==> config.mk <==
export PLATFORM = sky130hd
export DESIGN_NAME = lap_record_scheduler_flat
export DESIGN_NICKNAME = d
export VERILOG_FILES = /design/src/rtl/lap_record_scheduler_if.sv /design/src/rtl/lap_record_scheduler.sv /design/src/flat_wrapper.sv
export SDC_FILE = /design/constraint.sdc
export NUM_CORES = 1
export LEC_CHECK = 0
export CORE_MARGIN = 5
export CORE_UTILIZATION = 60
export DETAILED_ROUTE_END_ITERATION = 8
export MAX_ROUTING_LAYER = met4
export PLACE_DENSITY_LB_ADDON = 0.05
export SYNTH_ARGS = -nofsm -noshare
export SYNTH_HDL_FRONTEND = slang
export SYNTH_SLANG_ARGS = --single-unit
==> constraint.sdc <==
create_clock -name clock -period 7.7 [get_ports clock]
set_input_delay 1.925 -clock clock [delete_from_list [all_inputs] [get_ports clock]]
set_output_delay 1.925 -clock clock [all_outputs]
set_load 0.01 [all_outputs]
==> src/rtl/lap_record_scheduler_if.sv <==
// Lap-record scheduler bus: key FSM / BCD snapshot side and LCD bridge side.
// The master drives requests and the bridge busy flag, the slave drives strobes.
interface lap_record_scheduler_if #(
    parameter int RECORD_W = 32,
    parameter int DEPTH    = 4
);
    localparam int CW = $clog2(DEPTH) + 1;

    logic                lap_req;
    logic [RECORD_W-1:0] lap_record;
    logic                clear_req;
    logic                lcd_busy;
    logic                insert;
    logic [RECORD_W-1:0] new_record;
    logic                clear;
    logic [CW-1:0]       pending;
    logic                overflow;
    logic                busy;

    modport master (
        output lap_req, lap_record, clear_req, lcd_busy,
        input  insert, new_record, clear, pending, overflow, busy
    );

    modport slave (
        input  lap_req, lap_record, clear_req, lcd_busy,
        output insert, new_record, clear, pending, overflow, busy
    );
endinterface

==> src/rtl/lap_record_scheduler.sv <==
// Serialises lap inserts and list clears onto the single LCD record channel.
// Laps wait in a small FIFO; clears flush it and win over queued laps.
module lap_record_scheduler #(
    parameter int RECORD_W    = 32,
    parameter int DEPTH       = 4,
    parameter int ACK_TIMEOUT = 16
) (
    input  logic clock,
    input  logic reset,
    lap_record_scheduler_if.slave bus
);
    localparam int AW = $clog2(DEPTH);
    localparam int CW = AW + 1;
    localparam int TW = $clog2(ACK_TIMEOUT) + 1;

    localparam logic [1:0] IDLE      = 2'd0;
    localparam logic [1:0] ISSUE     = 2'd1;
    localparam logic [1:0] WAIT_ACK  = 2'd2;
    localparam logic [1:0] WAIT_DONE = 2'd3;

    logic [RECORD_W-1:0] mem [DEPTH];
    logic [AW-1:0]       wr_ptr;
    logic [AW-1:0]       rd_ptr;
    logic [CW-1:0]       count;
    logic [1:0]          state;
    logic                clear_pend;
    logic                guard;
    logic [TW-1:0]       timer;
    logic [RECORD_W-1:0] record_q;
    logic                insert_q;
    logic                clear_q;
    logic                overflow_q;
    logic                busy_q;

    logic empty;
    logic full;
    logic launch_clear;
    logic launch_lap;
    logic do_write;
    logic do_drop;

    // Launch decisions and FIFO write/drop qualification
    always_comb begin
        empty        = (count == '0);
        full         = (count == CW'(DEPTH));
        launch_clear = (state == IDLE) && !guard && !bus.lcd_busy
                       && clear_pend;
        launch_lap   = (state == IDLE) && !guard && !bus.lcd_busy
                       && !clear_pend && !empty && !bus.clear_req;
        do_write     = bus.lap_req && !bus.clear_req
                       && (!full || launch_lap);
        do_drop      = bus.lap_req && !bus.clear_req
                       && full && !launch_lap;
    end

    // FIFO storage; contents need no reset since count gates every read
    always_ff @(posedge clock) begin
        if (do_write) begin
            mem[wr_ptr] <= bus.lap_record;
        end
    end

    // FIFO pointers and occupancy; a clear request flushes everything
    always_ff @(posedge clock or posedge reset) begin
        if (reset) begin
            wr_ptr <= '0;
            rd_ptr <= '0;
            count  <= '0;
        end else if (bus.clear_req) begin
            wr_ptr <= '0;
            rd_ptr <= '0;
            count  <= '0;
        end else begin
            if (do_write) begin
                wr_ptr <= wr_ptr + 1'b1;
            end
            if (launch_lap) begin
                rd_ptr <= rd_ptr + 1'b1;
            end
            count <= count + CW'(do_write) - CW'(launch_lap);
        end
    end

    // Channel FSM: one operation in flight, strobe for one cycle,
    // then wait for the bridge to acknowledge or time out; one settle
    // cycle (guard) follows every completed operation
    always_ff @(posedge clock or posedge reset) begin
        if (reset) begin
            state      <= IDLE;
            clear_pend <= 1'b0;
            guard      <= 1'b0;
            timer      <= '0;
            record_q   <= '0;
            insert_q   <= 1'b0;
            clear_q    <= 1'b0;
        end else begin
            insert_q <= 1'b0;
            clear_q  <= 1'b0;
            guard    <= 1'b0;
            if (bus.clear_req) begin
                clear_pend <= 1'b1;
            end else if (launch_clear) begin
                clear_pend <= 1'b0;
            end
            case (state)
                IDLE: begin
                    if (launch_clear) begin
                        clear_q <= 1'b1;
                        state   <= ISSUE;
                    end else if (launch_lap) begin
                        record_q <= mem[rd_ptr];
                        insert_q <= 1'b1;
                        state    <= ISSUE;
                    end
                end
                ISSUE: begin
                    timer <= '0;
                    state <= WAIT_ACK;
                end
                WAIT_ACK: begin
                    if (bus.lcd_busy) begin
                        state <= WAIT_DONE;
                    end else if (timer == TW'(ACK_TIMEOUT - 1)) begin
                        state <= IDLE;
                        guard <= 1'b1;
                    end else begin
                        timer <= timer + 1'b1;
                    end
                end
                WAIT_DONE: begin
                    if (!bus.lcd_busy) begin
                        state <= IDLE;
                        guard <= 1'b1;
                    end
                end
                default: state <= IDLE;
            endcase
        end
    end

    // Sticky overflow and registered activity flag
    always_ff @(posedge clock or posedge reset) begin
        if (reset) begin
            overflow_q <= 1'b0;
            busy_q     <= 1'b0;
        end else begin
            if (bus.clear_req) begin
                overflow_q <= 1'b0;
            end else if (do_drop) begin
                overflow_q <= 1'b1;
            end
            busy_q <= (state != IDLE) || (count != '0) || clear_pend;
        end
    end

    assign bus.insert     = insert_q;
    assign bus.clear      = clear_q;
    assign bus.new_record = record_q;
    assign bus.pending    = count;
    assign bus.overflow   = overflow_q;
    assign bus.busy       = busy_q;
endmodule

==> src/flat_wrapper.sv <==
// flat-port wrapper written by rule: the top's interface ports become plain ports
module lap_record_scheduler_flat 
#(
    parameter int RECORD_W    = 32,
    parameter int DEPTH       = 4,
    parameter int ACK_TIMEOUT = 16
)
  (clock, reset, bus_lap_req, bus_lap_record, bus_clear_req, bus_lcd_busy, bus_insert, bus_new_record, bus_clear, bus_pending, bus_overflow, bus_busy);
  lap_record_scheduler_if #(.RECORD_W(RECORD_W), .DEPTH(DEPTH)) bus_i ();
  input  logic clock;
  input  logic reset;
  input wire logic [$bits(bus_i.lap_req)-1:0] bus_lap_req;
  input wire logic [$bits(bus_i.lap_record)-1:0] bus_lap_record;
  input wire logic [$bits(bus_i.clear_req)-1:0] bus_clear_req;
  input wire logic [$bits(bus_i.lcd_busy)-1:0] bus_lcd_busy;
  output wire logic [$bits(bus_i.insert)-1:0] bus_insert;
  output wire logic [$bits(bus_i.new_record)-1:0] bus_new_record;
  output wire logic [$bits(bus_i.clear)-1:0] bus_clear;
  output wire logic [$bits(bus_i.pending)-1:0] bus_pending;
  output wire logic [$bits(bus_i.overflow)-1:0] bus_overflow;
  output wire logic [$bits(bus_i.busy)-1:0] bus_busy;
  assign bus_i.lap_req = bus_lap_req;
  assign bus_i.lap_record = bus_lap_record;
  assign bus_i.clear_req = bus_clear_req;
  assign bus_i.lcd_busy = bus_lcd_busy;
  assign bus_insert = bus_i.insert;
  assign bus_new_record = bus_i.new_record;
  assign bus_clear = bus_i.clear;
  assign bus_pending = bus_i.pending;
  assign bus_overflow = bus_i.overflow;
  assign bus_busy = bus_i.busy;
  lap_record_scheduler #(.RECORD_W(RECORD_W), .DEPTH(DEPTH), .ACK_TIMEOUT(ACK_TIMEOUT)) u_core (.clock(clock), .reset(reset), .bus(bus_i));
endmodule
After elaboration in Yosys (flattened, before gate mapping)

Memory sizes are Yosys's and may differ from the RTL's. A register that Yosys moved wholly into a read port is not among the register bits.
Cells that the tools add are included.

Add/subtract/negate cells: 5
Multiply operators: 0
Div/mod/pow operators: 0
Order comparisons: 0
Equality and inequality tests: 10
Shift-type cells: 0
Muxes and demuxes: 29
Bitwise gates (word level): 1
Reduce and logical (&&, ||, !) cells: 32

Operators by type and width:

| kind                  | count |
|---|---|
| $mux W2               | 9 |
| $mux W1               | 14 |
| $reduce_bool A2 Y1    | 6 |
| $logic_and A1 B1 Y1   | 10 |
| $mux W5               | 2 |
| $pmux W5 S2           | 1 |
| $reduce_and A3 Y1     | 3 |
| $pmux W2 S4           | 1 |
| $logic_not A1 Y1      | 7 |
| $ne A2 B2 Y1 const B  | 3 |
| $add A5 B1 Y5 const B | 1 |
| $eq A5 B4 Y1 const B  | 1 |
| $add A2 B1 Y2 const B | 2 |
| $eq A2 B2 Y1 const B  | 2 |
| $add A3 B1 Y3         | 1 |
| $eq A3 B3 Y1 const B  | 1 |
| $logic_not A3 Y1      | 1 |
| $logic_or A1 B1 Y1    | 3 |
| $mux W3               | 1 |
| $ne A3 B1 Y1 const B  | 1 |
| $ne A3 B2 Y1 const B  | 1 |
| $reduce_bool A3 Y1    | 1 |
| $sub A3 B1 Y3         | 1 |
| $eq A2 B1 Y1 const B  | 1 |
| other kinds (3)       | 3 |

Register bits: 20
Bits in latches: 0
Memory bits (writable): 128
Bits in read-only memories: 0
Input port bits: 37
Output and inout port bits: 39
Word-level logic and storage cells: 89
Memories: 1

Memory list:

| memory     | depth | width | rd ports | clocked after memory_dff | wr ports | RTL line                   | source |
|---|---|---|---|---|---|---|---|
| u_core.mem | 4     | 32    | 1        | 1                        | 1        | lap_record_scheduler.sv:21 | `logic [RECORD_W-1:0] mem [DEPTH];` |

Longest topological paths before layout

Gate-level depths: netlist of run 1.

Depth in word-level cells: 11
Gate-level depth with buffers: 11

Least setup slack after synthesis of run 1

Ideal clock, no wire load.

Kind: input to register
Start: input bus_lcd_busy
End: memory u_core.mem[0][0], enable pin
Arrival time: 4.943 ns
Path slack: 2.289 ns
Cell stages on the path: 4
Cells stage by stage: buf_6 nor4_1 a21oi_1 nor3b_1

Cells in the longest elaborated chain, start to end: 9

RTL lines:

| element                           | RTL line                   | source |
|---|---|---|
| from (decl)                       | flat_wrapper.sv:15         | `input wire logic [$bits(bus_i.lcd_busy)-1:0] bus_lcd_busy;` |
| $logic_not A1 Y1                  | lap_record_scheduler.sv:48 | `launch_lap = (state == IDLE) && !guard && !bus.lcd_busy` |
| $logic_and A1 B1 Y1               | lap_record_scheduler.sv:48 |  |
| $logic_and A1 B1 Y1 (3 in series) | lap_record_scheduler.sv:49 | `&& !clear_pend && !empty && !bus.clear_req;` |
| $logic_or A1 B1 Y1                | lap_record_scheduler.sv:51 | `&& (!full \|\| launch_lap);` |
| $logic_and A1 B1 Y1               | lap_record_scheduler.sv:51 |  |
| $mux W1                           | lap_record_scheduler.sv:58 | `if (do_write) begin` |
| $mux W1 (not written as such)     | lap_record_scheduler.sv:59 | `mem[wr_ptr] <= bus.lap_record;` |
| to (decl)                         | lap_record_scheduler.sv:21 |  |

No other way between the ends.

Worst setup path in the final report of run 1

Start: input bus_lcd_busy
End: register u_core.count[1] (netlist: u_core.bus.pending[1])

Cells in the longest elaborated chain, start to end: 10

RTL lines:

| element                             | RTL line                   | source |
|---|---|---|
| $logic_not A1 Y1 *                  | lap_record_scheduler.sv:48 |  |
| $logic_and A1 B1 Y1 *               | lap_record_scheduler.sv:48 |  |
| $logic_and A1 B1 Y1 * (3 in series) | lap_record_scheduler.sv:49 |  |
| $logic_or A1 B1 Y1                  | lap_record_scheduler.sv:51 |  |
| $logic_and A1 B1 Y1                 | lap_record_scheduler.sv:51 |  |
| $add A3 B1 Y3                       | lap_record_scheduler.sv:80 | `count <= count + CW'(do_write) - CW'(launch_lap);` |
| $sub A3 B1 Y3 *                     | lap_record_scheduler.sv:80 |  |
| $mux W3 *                           | lap_record_scheduler.sv:69 | `end else if (bus.clear_req) begin` |
| to (signal assigned)                | lap_record_scheduler.sv:80 |  |
| to (decl)                           | lap_record_scheduler.sv:24 | `logic [CW-1:0] count;` |

Mark *: on every way between the ends. The rest lies on a longest branch, timed or not.
A chain may end at the register's enable or synchronous reset.

==> results of run 1 <==
how the worst max path moves through the flow:
stage / depth (start not counted) / start / slack, ns / endpoint
global route: 7 / bus_lcd_busy / 3.06 / u_core.bus.pending[1]
floorplan: 4 / bus_lcd_busy / 2.29 / u_core.mem[0][0]
CTS: 7 / bus_lcd_busy / 3.21 / u_core.bus.pending[1]
detailed placement: 7 / bus_lcd_busy / 2.77 / u_core.bus.pending[1]
global placement: 7 / bus_lcd_busy / 2.82 / u_core.bus.pending[1]
finish: 7 / bus_lcd_busy / 3.21 / u_core.bus.pending[1]
state kept, by name (all words and copies together), names as in the netlist:
register               cells
u_core.bus.busy            1
u_core.bus.clear           1
u_core.bus.insert          1
u_core.bus.new_record     32
u_core.bus.overflow        1
u_core.bus.pending         3
u_core.clear_pend          1
u_core.guard               1
u_core.mem               128
u_core.rd_ptr              2
u_core.state               2
u_core.timer               5
u_core.wr_ptr              2
final cells by class:
cell class | count | area (um^2) | share of cell area, %
clock buffers | 18 | 439 | 5.10
clock inverters | 13 | 203 | 2.35
inverters | 8 | 30.0 | 0.349
multi-input cells | 140 | 1780 | 20.7
flip-flops and latches | 180 | 5150 | 59.8
well taps | 143 | 179 | 2.08
repair buffers | 85 | 826 | 9.59
Yosys cell counts, types with 4 or more instances:
cell type  instances  area, um^2
ha_1               7        87.6
a22o_1             4        35.0
edfxtp_1         128        3840
mux4_2            32         721
mux2_4            27         405
clkbuf_1          11        41.3
inv_1              8        30.0
mux2_2             7        78.8
nor2_1            11        41.3
dfrtp_1           52        1300
buf_6              4        45.0
nor3b_1            7        52.6
logic make-up after synthesis:
kind of cell | count (synthesis) | synth area share [%]
and+or+nand+nor | 44 | 3.97
adders and majority gates | 8 | 1.53
muxes | 67 | 17.3
buffers and inverters | 25 | 1.80
AOI/OAI and AO/OA | 18 | 1.92
xor gates and xnor gates | 3 | 0.374
DFF | 180 | 73.1
critical path: stages:
cell             delay [ns]
clkdlybuf4s50_1        0.56
or4_1                  0.68
nor4_4                 0.29
buf_4                  0.60
nor2b_1                0.26
fa_1                   0.43
nor2_1                 0.08
routing by layer:
metal	wire (um)	GRT usage (%)
met3	559	5.30
met1	5020	24.3
met2	6510	30.8
met4	87	5.95
met5	0	-
where the power goes:
| part | internal, mW | leakage (nW) | switching, mW |
|---|---|---|---|
| combinational | 0.108 | 0.946 | 0.0839 |
| sequential | 1.10 | 1.86 | 0.0436 |
| clock | 0.583 | 0.311 | 0.341 |
| total | 1.79 | 3.12 | 0.468 |
stage by stage:
step / instance area [um^2] / power [mW]
finish: 8610 / 2.26
global route: 8610 / 2.35
CTS: 8610 / 2.28
detailed placement: 7970 / 1.35
global placement: 7970 / 1.35
floorplan: 7030 / 1.26
==> results.cfg, run 1 <==
[drt]
drt_iter0_markers = 286
routed_wl_um = 12200
drtAntennaViolNets = 0
first_pass_iters = 4
drcViolationCount = 0
vias = 3409
viasPerCell = 5.81
wl_per_cell_um = 20.7

[setup_path]
crit_type = in -> reg
crit_fanout = 34
worst_setup_path_end_kind = register
cp.required_ns = 8.04
start_kind = primary input
r2r_slack_ns = 4.73
r2r-end = u_core.bus.pending[1]
cp_data_arrival_time_ns = 4.83
timing.rr.start = u_core.state[0]
rr_worst_depth = 6

[global_routing]
grt_max_degree = 53
overflow = 0
grt_pass1_wl_um = 19800
grt_use_total_pct = 19.3
antenna_found_initial = 0
grt_pass1_vias = 3653

[clock_tree]
cts.path.max_buffers = 2
htreeDepth = 4
post_cts_buffers = 0
clkSlewWorstSetupHoldPaths_ns = 0.06
cts-buffers-inserted = 17
cts_num_sinks = 180
post_cts_resized = 0
cts_hold_buf = 0
tritoncts = built
clkLatencyLatePin_ns = 0.42
cts-root-buf = clkbuf_16

[min_path]
hold_path.startpoint = u_core.timer[4]
whs_endpoint = u_core.timer[4]
hp-class = reg -> reg
min_path_cells = 1

[outcome]
outcome = completed

[finish]
nets = 477
fillers = 656
n_antenna_cell = 0
fin_cells = 587
synthToLayoutAreaGrowth_pct = 22.4
drive_gt1_share_pct = 25.9
fin_util_pct = 75.1
final_common_cell = edfxtp_1
layout_common_cells = edfxtp_1, clkdlybuf4s50_1, dfrtp_1

[place]
dpl.hpwl_um = 7190
port_buffers = 75
place.gp.congestion = 0.762
dp.cells = 556
place_ws_ns = 2.77

[synth]
synth_edf_count = 128
postSynth.asyncResetShare_pct = 28.9
postSynthAreaPerCell_um2 = 20.4
synth_area_um2 = 7030
yosys.cell_types.count = 39
syn_inst = 345
yosys_warnings = 0
ys.flop_type = edfxtp_1
synth_nets = 390
synth_seq_area_share_pct = 73.1
synth_seq_cells = 180

[floorplan]
fp.dieH_um = 118
start_util_pct = 61.3
die_x_um = 118
core_um2 = 11500
die-area_um2 = 14000
io_pins = 76
row_count = 39

[power]
ir_worst_vdd_v = 0.000249
p_leak_nw = 3.12
powerDensity_nw_per_um2 = 262

[timing]
hold_violations = 0
drv_slew = 0
setup-violations-final = 0
worst_pin_slew_ns = 0.903
holdWs_ns = 0.498
setup_tns_ns = 0
rsz0062_at_grt = false
max_freq_mhz = 223
fin_ws_ns = 3.21
min_period_ns = 4.49
skew_ns = 0.00806
slew_headroom_pct = 39.3
fin_crit_sh_pct = 58.3

[job]
max_cap_viol_count = 0
Power figures use the tool's default switching activity.
==> run 2, diff against run 1 <==
--- a/config.mk
+++ b/config.mk
@@ -6,7 +6,7 @@
 export NUM_CORES = 1
 export LEC_CHECK = 0
 export CORE_MARGIN = 5
-export CORE_UTILIZATION = 60
+export CORE_UTILIZATION = 51
 export DETAILED_ROUTE_END_ITERATION = 8
 export MAX_ROUTING_LAYER = met4
 export PLACE_DENSITY_LB_ADDON = 0.05
==> constraint.sdc (replaced) <==
create_clock -name clock -period 4.02 [get_ports clock]
set_input_delay 1.005 -clock clock [delete_from_list [all_inputs] [get_ports clock]]
set_output_delay 1.005 -clock clock [all_outputs]
set_load 0.01 [all_outputs]
==> run 2 against run 1 <==
Net effect: setup slack worse by 2.3 ns; sequential power is 92% higher; non-clock buffer count is 2 higher; final cell count grew 6.8%; critical path depth is 2 lower; routed wire length up 3.5%; total power is 85% higher; largest cell class unchanged; largest power group unchanged.
==> results.cfg, run 2 (synthesis results as in run 1) <==
[setup_path]
cp.required_ns = 4.32
crit_type = in -> reg
cpMaxStageDelayCell = or4_1
crit_chain = clkdlybuf4s50_1 > or4_1 > nor4_4 > buf_4 > mux2_2
worst_setup_path_end_kind = register
start_kind = primary input
cp_top_family = buffers and inverters
cp_data_arrival_time_ns = 3.40
slowest_delay_ns = 0.64
path_buf_inv = 2
crit_fanout = 33

[place]
place.gp.congestion = 0.741
dpl.hpwl_um = 7810
place_ws_ns = 0.476
placed_area_um2 = 8040
port_buffers = 75
dp.cells = 595

[global_routing]
grt_use_total_pct = 17.3
grt_pass1_wl_um = 20500
overflow = 0
grt_max_degree = 35
antenna_found_initial = 0
grt_pass1_vias = 3824

[finish]
drive_gt1_share_pct = 26.6
final_common_cell = edfxtp_1
synthToLayoutAreaGrowth_pct = 22.6
largest_reg_flops = 128
nets = 479
regMostFlops = u_core.mem
fin_util_pct = 62.9
fin_cells = 627
n_antenna_cell = 0
final_cell_area_um2 = 8630
layout_common_cells = edfxtp_1, clkdlybuf4s50_1, dfrtp_1

[min_path]
hp-class = reg -> reg

[drt]
wl_per_cell_um = 20.1
drt_iter0_markers = 245
first_pass_iters = 4
vias = 3451
viasPerCell = 5.50
drcViolationCount = 0
routed_wl_um = 12600
drtAntennaViolNets = 0

[clock_tree]
cts.path.max_buffers = 2
clkLatencyLatePin_ns = 0.42
cts-root-buf = clkbuf_16
cts-buffers-inserted = 17
cts_hold_buf = 0
post_cts_resized = 0
tritoncts = built
post_cts_buffers = 0
clkSlewWorstSetupHoldPaths_ns = 0.06
htreeDepth = 4
cts_num_sinks = 180

[timing]
fin_ws_ns = 0.920
min_period_ns = 3.10
drv_slew = 0
worst_pin_slew_ns = 1.03
hold_violations = 0
rsz0062_at_grt = false
setup-violations-final = 0
skew_ns = 0.00952
slew_headroom_pct = 31.5
max_freq_mhz = 323
fin_crit_sh_pct = 77.1

[floorplan]
io_pins = 76
row_count = 43
core_um2 = 13700
fp.dieH_um = 127
die-area_um2 = 16200
die_x_um = 127
start_util_pct = 51.3

[job]
max_cap_viol_count = 0

[power]
p_leak_nw = 3.11
ir_worst_vdd_v = 0.000273
powerDensity_nw_per_um2 = 485

[outcome]
outcome = completed
[run 2: changes by cell type in the layout (fill, tap and decap cells not counted), sizes merged]
cell	previous run	this run
bufinv	5	2
inv	11	10
buf	10	12
clkinvlp	1	0
clkinv	4	7
clkbuf	18	21
[run 2: metrics by stage]
step	setup TNS [ns]	hold slack, ns	total power [mW]
2_1_floorplan	-60.32	0.466	2.42
3_3_place_gp	0	0.482	2.59
3_5_place_dp	0	0.491	2.60
4_1_cts	0	0.505	4.22
5_1_grt	0	0.521	4.35
6_report	0	0.498	4.18
[run 2: worst paths after layout]
kind	startpoint	end	slack, ns	depth (start not counted)
setup reg to reg	u_core.state[0]	u_core.bus.new_record[4]	1.35	4
max in group asynchronous	reset	u_core.rd_ptr[0]	2.52	3
hold reg to reg	u_core.timer[4]	u_core.timer[4]	0.50	1
min in group asynchronous	reset	u_core.bus.new_record[23]	0.87	2
hold / removal	u_core.timer[4]	u_core.timer[4]	0.50	1
setup / recovery	bus_lcd_busy	u_core.bus.new_record[4]	0.92	5
[run 2: worst reg2reg max path, stage by stage, from the launching register on]
cell and delay [ns]:
dfrtp_1 0.51, or4_1 0.73, nor4_4 0.31, buf_4 0.59
mux2_2 0.42
[run 2: layout make-up]
cell class              instances  area, um^2
clock buffers                  21         460
clock inverters                11         126
fillers                      1014        5090
inverters                       8        30.0
multi-input cells             140        1780
flip-flops and latches        180        5150
well taps                     180         225
repair buffers                 87         853
[run 2: per-layer routing]
metal / vias to the layer above / part of all wire (%) / global-route usage, %
met5: - / 0 / -
met4: 0 / 1.3 / 5.30
met3: 16 / 3.8 / 4.01
met2: 65 / 52 / 28.2
met1: 1824 / 43 / 21.7
li1: 1546 / - / -
[run 2: where the power goes]
part	switching [mW]	leakage [nW]	internal, mW
combinational	0.162	0.958	0.209
clock	0.673	0.293	0.954
sequential	0.0859	1.86	2.10
